File: src/rtl/uart_rx_deserializer.sv
`default_nettype none
// ============================================================================
//  Module   : uart_rx_deserializer
//  Purpose  : UART receive front end. Synchronizes the asynchronous serial
//             line, recovers 8N1 frames with OVERSAMPLE-times oversampling
//             and a 3-sample majority vote, and emits one-cycle byte strobes
//             toward the RX FIFO. Reports framing errors and FIFO overruns.
//  Ports    : clk        - system clock, rising edge
//             rst        - asynchronous reset, active low (0 = reset)
//             rx_line    - asynchronous serial input, idle high
//             fifo_full  - RX FIFO full flag, sampled at the stop-bit vote
//             err_clear  - one-cycle pulse clearing the sticky overrun flag
//             rx_data    - last good byte, held until the next good frame
//             rx_valid   - one-cycle write strobe to the RX FIFO
//             frame_err  - one-cycle pulse on a bad stop bit
//             overrun    - sticky: a byte was dropped because FIFO was full
//             busy       - high whenever the receiver is not idle
//  Revision : 1.0 - initial release
// ============================================================================
module uart_rx_deserializer #(
    parameter int CLOCK_FREQ = 50_000_000,
    parameter int BAUD_RATE  = 115200,
    parameter int OVERSAMPLE = 16
) (
    input  logic       clk,
    input  logic       rst,
    input  logic       rx_line,
    input  logic       fifo_full,
    input  logic       err_clear,
    output logic [7:0] rx_data,
    output logic       rx_valid,
    output logic       frame_err,
    output logic       overrun,
    output logic       busy
);

    localparam int c_DIV   = CLOCK_FREQ / (BAUD_RATE * OVERSAMPLE);
    localparam int c_DIV_W = (c_DIV > 1) ? $clog2(c_DIV) : 1;
    localparam int c_SC_W  = $clog2(OVERSAMPLE);

    localparam logic [c_DIV_W-1:0] c_DIV_LAST = c_DIV_W'(c_DIV - 1);
    // Vote samples sit at the bit centre: OVERSAMPLE/2-1, /2 and /2+1.
    localparam logic [c_SC_W-1:0]  c_SC_S0    = c_SC_W'(OVERSAMPLE / 2 - 1);
    localparam logic [c_SC_W-1:0]  c_SC_S1    = c_SC_W'(OVERSAMPLE / 2);
    localparam logic [c_SC_W-1:0]  c_SC_S2    = c_SC_W'(OVERSAMPLE / 2 + 1);
    localparam logic [c_SC_W-1:0]  c_SC_LAST  = c_SC_W'(OVERSAMPLE - 1);

    typedef enum logic [2:0] {
        S_IDLE  = 3'd0,
        S_START = 3'd1,
        S_DATA  = 3'd2,
        S_STOP  = 3'd3,
        S_BREAK = 3'd4
    } state_t;

    state_t               r_state;
    state_t               w_state_nxt;
    logic                 r_sync1;
    logic                 r_sync2;
    logic                 w_rx_s;
    logic [c_DIV_W-1:0]   r_div_cnt;
    logic                 w_tick;
    logic                 r_tick_q;
    logic [c_SC_W-1:0]    r_sc;
    logic                 r_samp_a;
    logic                 r_samp_b;
    logic                 w_vote;
    logic                 w_at_vote;
    logic                 w_at_end;
    logic [2:0]           r_bit_idx;
    logic [7:0]           r_shift;
    logic                 w_shift_en;
    logic                 w_idx_clr;
    logic                 w_idx_inc;
    logic                 w_load;
    logic                 w_set_valid;
    logic                 w_set_ferr;
    logic                 w_set_ovr;

    assign w_rx_s = r_sync2;
    assign busy   = (r_state != S_IDLE);

    // Two-flop synchronizer, reset to the idle (high) line level so that a
    // reset never looks like a start edge.
    always_ff @(posedge clk or negedge rst) begin
        if (!rst) begin
            r_sync1 <= 1'b1;
            r_sync2 <= 1'b1;
        end else begin
            r_sync1 <= rx_line;
            r_sync2 <= r_sync1;
        end
    end

    // Tick divider is held at zero while idle so the oversampling phase is
    // anchored to the detected start edge.
    assign w_tick = (r_state != S_IDLE) && (r_div_cnt == c_DIV_LAST);

    always_ff @(posedge clk or negedge rst) begin
        if (!rst) begin
            r_div_cnt <= '0;
            r_tick_q  <= 1'b0;
            r_sc      <= '0;
        end else begin
            r_tick_q <= w_tick;
            if (r_state == S_IDLE) begin
                r_div_cnt <= '0;
                r_sc      <= '0;
            end else begin
                if (w_tick) begin
                    r_div_cnt <= '0;
                    r_sc      <= r_sc + c_SC_W'(1);
                end else begin
                    r_div_cnt <= r_div_cnt + c_DIV_W'(1);
                end
            end
        end
    end

    // Sample-point events fire in the cycle after the tick that moved the
    // sample counter onto the given value, so each fires once per bit.
    assign w_at_vote = r_tick_q && (r_sc == c_SC_S2);
    assign w_at_end  = r_tick_q && (r_sc == c_SC_LAST);
    assign w_vote    = (r_samp_a & r_samp_b) | (r_samp_a & w_rx_s) | (r_samp_b & w_rx_s);

    always_ff @(posedge clk or negedge rst) begin
        if (!rst) begin
            r_samp_a <= 1'b1;
            r_samp_b <= 1'b1;
        end else if (r_tick_q) begin
            if (r_sc == c_SC_S0) r_samp_a <= w_rx_s;
            if (r_sc == c_SC_S1) r_samp_b <= w_rx_s;
        end
    end

    always_ff @(posedge clk or negedge rst) begin
        if (!rst) r_state <= S_IDLE;
        else      r_state <= w_state_nxt;
    end

    always_comb begin
        w_state_nxt = r_state;
        w_shift_en  = 1'b0;
        w_idx_clr   = 1'b0;
        w_idx_inc   = 1'b0;
        w_load      = 1'b0;
        w_set_valid = 1'b0;
        w_set_ferr  = 1'b0;
        w_set_ovr   = 1'b0;
        case (r_state)
            S_IDLE: begin
                if (!w_rx_s) w_state_nxt = S_START;
            end
            S_START: begin
                // A high vote at the start-bit centre means a glitch.
                if (w_at_vote && w_vote) begin
                    w_state_nxt = S_IDLE;
                end else if (w_at_end) begin
                    w_state_nxt = S_DATA;
                    w_idx_clr   = 1'b1;
                end
            end
            S_DATA: begin
                if (w_at_vote) w_shift_en = 1'b1;
                if (w_at_end) begin
                    if (r_bit_idx == 3'd7) w_state_nxt = S_STOP;
                    else                   w_idx_inc   = 1'b1;
                end
            end
            S_STOP: begin
                // Leaving at the stop-bit centre leaves half a bit of slack
                // to catch a back-to-back start edge.
                if (w_at_vote) begin
                    if (w_vote) begin
                        w_state_nxt = S_IDLE;
                        w_load      = 1'b1;
                        if (fifo_full) w_set_ovr   = 1'b1;
                        else           w_set_valid = 1'b1;
                    end else begin
                        w_state_nxt = S_BREAK;
                        w_set_ferr  = 1'b1;
                    end
                end
            end
            S_BREAK: begin
                // Stay here while the line is held low so a break condition
                // cannot retrigger reception.
                if (w_rx_s) w_state_nxt = S_IDLE;
            end
            default: w_state_nxt = S_IDLE;
        endcase
    end

    always_ff @(posedge clk or negedge rst) begin
        if (!rst) begin
            r_bit_idx <= 3'd0;
            r_shift   <= 8'h00;
            rx_data   <= 8'h00;
            rx_valid  <= 1'b0;
            frame_err <= 1'b0;
            overrun   <= 1'b0;
        end else begin
            if (w_idx_clr)      r_bit_idx <= 3'd0;
            else if (w_idx_inc) r_bit_idx <= r_bit_idx + 3'd1;
            if (w_shift_en)     r_shift[r_bit_idx] <= w_vote;
            if (w_load)         rx_data <= r_shift;
            rx_valid  <= w_set_valid;
            frame_err <= w_set_ferr;
            // A new overrun in the same cycle as a clear keeps the flag set.
            if (w_set_ovr)      overrun <= 1'b1;
            else if (err_clear) overrun <= 1'b0;
        end
    end

endmodule
`default_nettype wire

File: config.mk
export PLATFORM = sky130hd
export DESIGN_NAME = uart_rx_deserializer
export DESIGN_NICKNAME = d
export VERILOG_FILES = /design/src/rtl/uart_rx_deserializer.sv
export SDC_FILE = /design/constraint.sdc
export NUM_CORES = 1
export LEC_CHECK = 0
export CORE_UTILIZATION = 50
export CTS_CLUSTER_DIAMETER = 40
export DETAILED_ROUTE_END_ITERATION = 6
export PLACE_DENSITY = 0.72
export SKIP_CTS_REPAIR_TIMING = 1
export SLEW_MARGIN = 20
export SYNTH_ARGS = -nofsm -noshare
export SYNTH_HDL_FRONTEND = slang
export SYNTH_SLANG_ARGS = --single-unit
File: constraint.sdc
create_clock -name clk -period 1.9 [get_ports clk]
set_input_delay 0.19 -clock clk [delete_from_list [all_inputs] [get_ports clk]]
set_output_delay 0.19 -clock clk [all_outputs]
set_load 0.02 [all_outputs]
==> results.json <==
{
  "sequentialPowerShare_pct": 57.9,
  "grt_max_degree": 40,
  "cp.required_ps": 2140,
  "cap_violations": 0,
  "clk_pin_slew_ps": 120,
  "timing.rr.start": "r_sc[1]",
  "areaGrowthSynthToFinish_pct": 22.6,
  "syn-cell-area_um2": 1830,
  "die_w_um": 62.4,
  "yosys_warnings": 0,
  "max_slew_margin_pct": 67.8,
  "skew_ps": 13.3,
  "power_frac_clock_pct": 40.2,
  "p_sw_uw": 289,
  "grt_pass1_wl_um": 5620,
  "grt_pass1_vias": 1227,
  "dieArea_um2": 3900,
  "vias": 1222,
  "critPathMaxStageDelay_ps": 530,
  "pwr_density_cell_nw_per_um2": 645,
  "final_cells": 232,
  "gp_congestion": 0.797,
  "syn_avg_cell_area_um2": 11.9,
  "drive_gt1_share_pct": 30.6,
  "cts_max_level": 2,
  "wl_per_cell_um": 14.3,
  "crit_family": "simple AND/OR/NAND/NOR gates",
  "die_y_um": 62.4,
  "cts_tree": "yes",
  "finalSetupViolCount": 0,
  "r2r_end": "r_shift[4]",
  "rsz0062_at_grt": "true",
  "antenna_found_initial": 0,
  "io_buffers": 16,
  "drt_iter0_markers": 138,
  "diodes": 0,
  "critPathMaxFanout": 4,
  "crit_type": "flop to flop",
  "start_util_pct": 53.4,
  "final_cell_mix": "dfrtp_1, mux2_2, nor2_1",
  "ios": 17,
  "dr.pass1.iters": 4,
  "placedCellCount": 221,
  "clk_path_buf_depth": 2,
  "cp.buffers_inverters": 1,
  "grt-ovfl-total": 0,
  "cts_buffers": 5,
  "slew_viol_final": 0,
  "switching_share_pct": 20.0,
  "yosys.cell_types.count": 34,
  "finalWirelength_um": 3320,
  "ys_seq_area_share_pct": 53.7,
  "leakage_uw": 0.00103,
  "synth-seq-cells": 39,
  "min_path_type": "input pin to flop",
  "timing.final.crit_share_pct": 100,
  "crit_slowest_cell": "or4_4",
  "max_freq_mhz": 526,
  "worstMarginPinSlew_ps": 483,
  "core_um2": 3420,
  "hold_path_depth": 1,
  "rows": 21,
  "final_antenna_net_count": 0,
  "crit_path_end_kind": "flop",
  "hold_viol": 0,
  "fin_crit_ps": 1900,
  "min-delay-start": "rx_line",
  "finalPower_uw": 1440,
  "grt_usage_pct": 18.7,
  "setup_tns_ps": 0,
  "dpl.hpwl_um": 2320,
  "synth_cells": 154,
  "root_buffer": "clkbuf_4",
  "cp.arrival_ps": 2140,
  "rrSetupSlack_ps": 0.5,
  "crit_chain": "inv_2, ha_4, nand4b_4, or4_4, nor3b_2, mux2_4",
  "layout_commonest_cell": "dfrtp_1",
  "nNetsFinal": 197,
  "drc": 0,
  "ir_worst_vdd_mv": 0.528,
  "intPower_uw": 1150,
  "status": "finished clean",
  "clock_sinks": 39,
  "cp-start-kind": "flop",
  "synth_fp_nets": 166,
  "min_to": "r_sync1",
  "via_per_inst": 5.27,
  "combPwrFrac_pct": 1.9,
  "worstSkewPairLatency_ps": 340,
  "r2r_cells": 6
}
registers in the layout, summed over array words and instances (netlist names), 3 cells and up:
signal,cells
r_bit_idx,3
r_sc,4
r_state,3
r_div_cnt,5
r_shift,8
rx_data,8
worst max-delay path by stage:
stage / start / end / slack (ps) / cells past startpoint
final: r_sc[1] / r_shift[4] / 0.5 / 6
after global routing: r_sc[1] / r_shift[4] / -60 / 6
after floorplan: r_sc[1] / r_shift[2] / 10 / 6
after CTS: r_state[2] / busy / -250 / 4
after detailed placement: r_sc[1] / r_shift[2] / 30 / 6
after global placement: r_sc[1] / r_shift[2] / 60 / 6
through the flow:
step	hold slack [ps]	cell area [um2]	setup slack (ps)	utilization, %
finish	244	2240	0.502	65.5
floorplan	-106	1830	9.57	-
global placement	264	2090	59.1	61.2
global route	227	2240	-60.0	65.5
CTS	-118	2180	-253	63.7
detailed placement	270	2090	25.2	61.2
synthesized netlist by cell type:
| cell | number | area (um2) |
|---|---|---|
| clkbuf_1 | 5 | 18.8 |
| nor3_2 | 1 | 10.0 |
| nand4b_1 | 3 | 26.3 |
| buf_6 | 1 | 11.3 |
| o31ai_1 | 1 | 7.51 |
| nor3b_2 | 2 | 25.0 |
| nand2_1 | 11 | 41.3 |
| a22o_1 | 2 | 17.5 |
| nand4_1 | 1 | 6.26 |
| o221ai_1 | 1 | 8.76 |
| maj3_1 | 1 | 10.0 |
| and4b_1 | 1 | 10.0 |
| nor4_1 | 1 | 6.26 |
| xor2_1 | 3 | 26.3 |
| nand3_1 | 7 | 35.0 |
| or4_4 | 1 | 11.3 |
| mux2_2 | 19 | 214 |
| a32o_1 | 1 | 10.0 |
| nor2_1 | 15 | 56.3 |
| ha_1 | 7 | 87.6 |
| nand4b_4 | 1 | 23.8 |
| nor3_1 | 3 | 15.0 |
| or3_1 | 2 | 12.5 |
| nor3b_1 | 1 | 7.51 |
| dfrtp_1 | 35 | 876 |
| a21oi_1 | 4 | 20.0 |
| inv_1 | 6 | 22.5 |
| nand3b_1 | 3 | 22.5 |
| nand2b_4 | 1 | 13.8 |
| nor2b_1 | 3 | 18.8 |
| xnor2_1 | 1 | 8.76 |
| o21ai_0 | 5 | 25.0 |
| dfstp_2 | 4 | 105 |
| nor4b_2 | 1 | 15.0 |
cells by family after synthesis:
group,share of synthesized area [%]
AOI/OAI and AO/OA,4.87
muxes,11.7
adders and majority gates,5.35
and+or+nand+nor,19.5
buffers and inverters,2.88
xor gates and xnor gates,1.92
DFF,53.7
final cells by class:
class	count	area, um2
inverters	6	22.5
clock buffers	6	51.3
clock inverters	2	35.0
fillers	279	1180
flip-flops and latches	39	981
multi-input cells	103	826
well taps	46	57.6
repair buffers	30	265
power by group through the flow:
| stage | clock network (uW) | logic [uW] | registers (uW) |
|---|---|---|---|
| after floorplan | 0 | 1.54 | 851 |
| after global placement | 0 | 26.5 | 851 |
| after detailed placement | 0 | 27.0 | 851 |
| after CTS | 599 | 27.2 | 836 |
| after global routing | 624 | 31.9 | 837 |
| final | 581 | 27.0 | 836 |
layer usage:
layer / share of wire (%) / wire length (um) / vias up / GRT usage, %
met2: 50 / 1650 / 17 / 31.8
li1: - / - / 599 / -
met5: 0 / 0 / - / 0
met3: 3.3 / 109 / 6 / 5.66
met1: 46 / 1520 / 600 / 23.3
met4: 1.1 / 38 / 0 / 4.36
No activity file was read; power rests on OpenSTA's default activity.
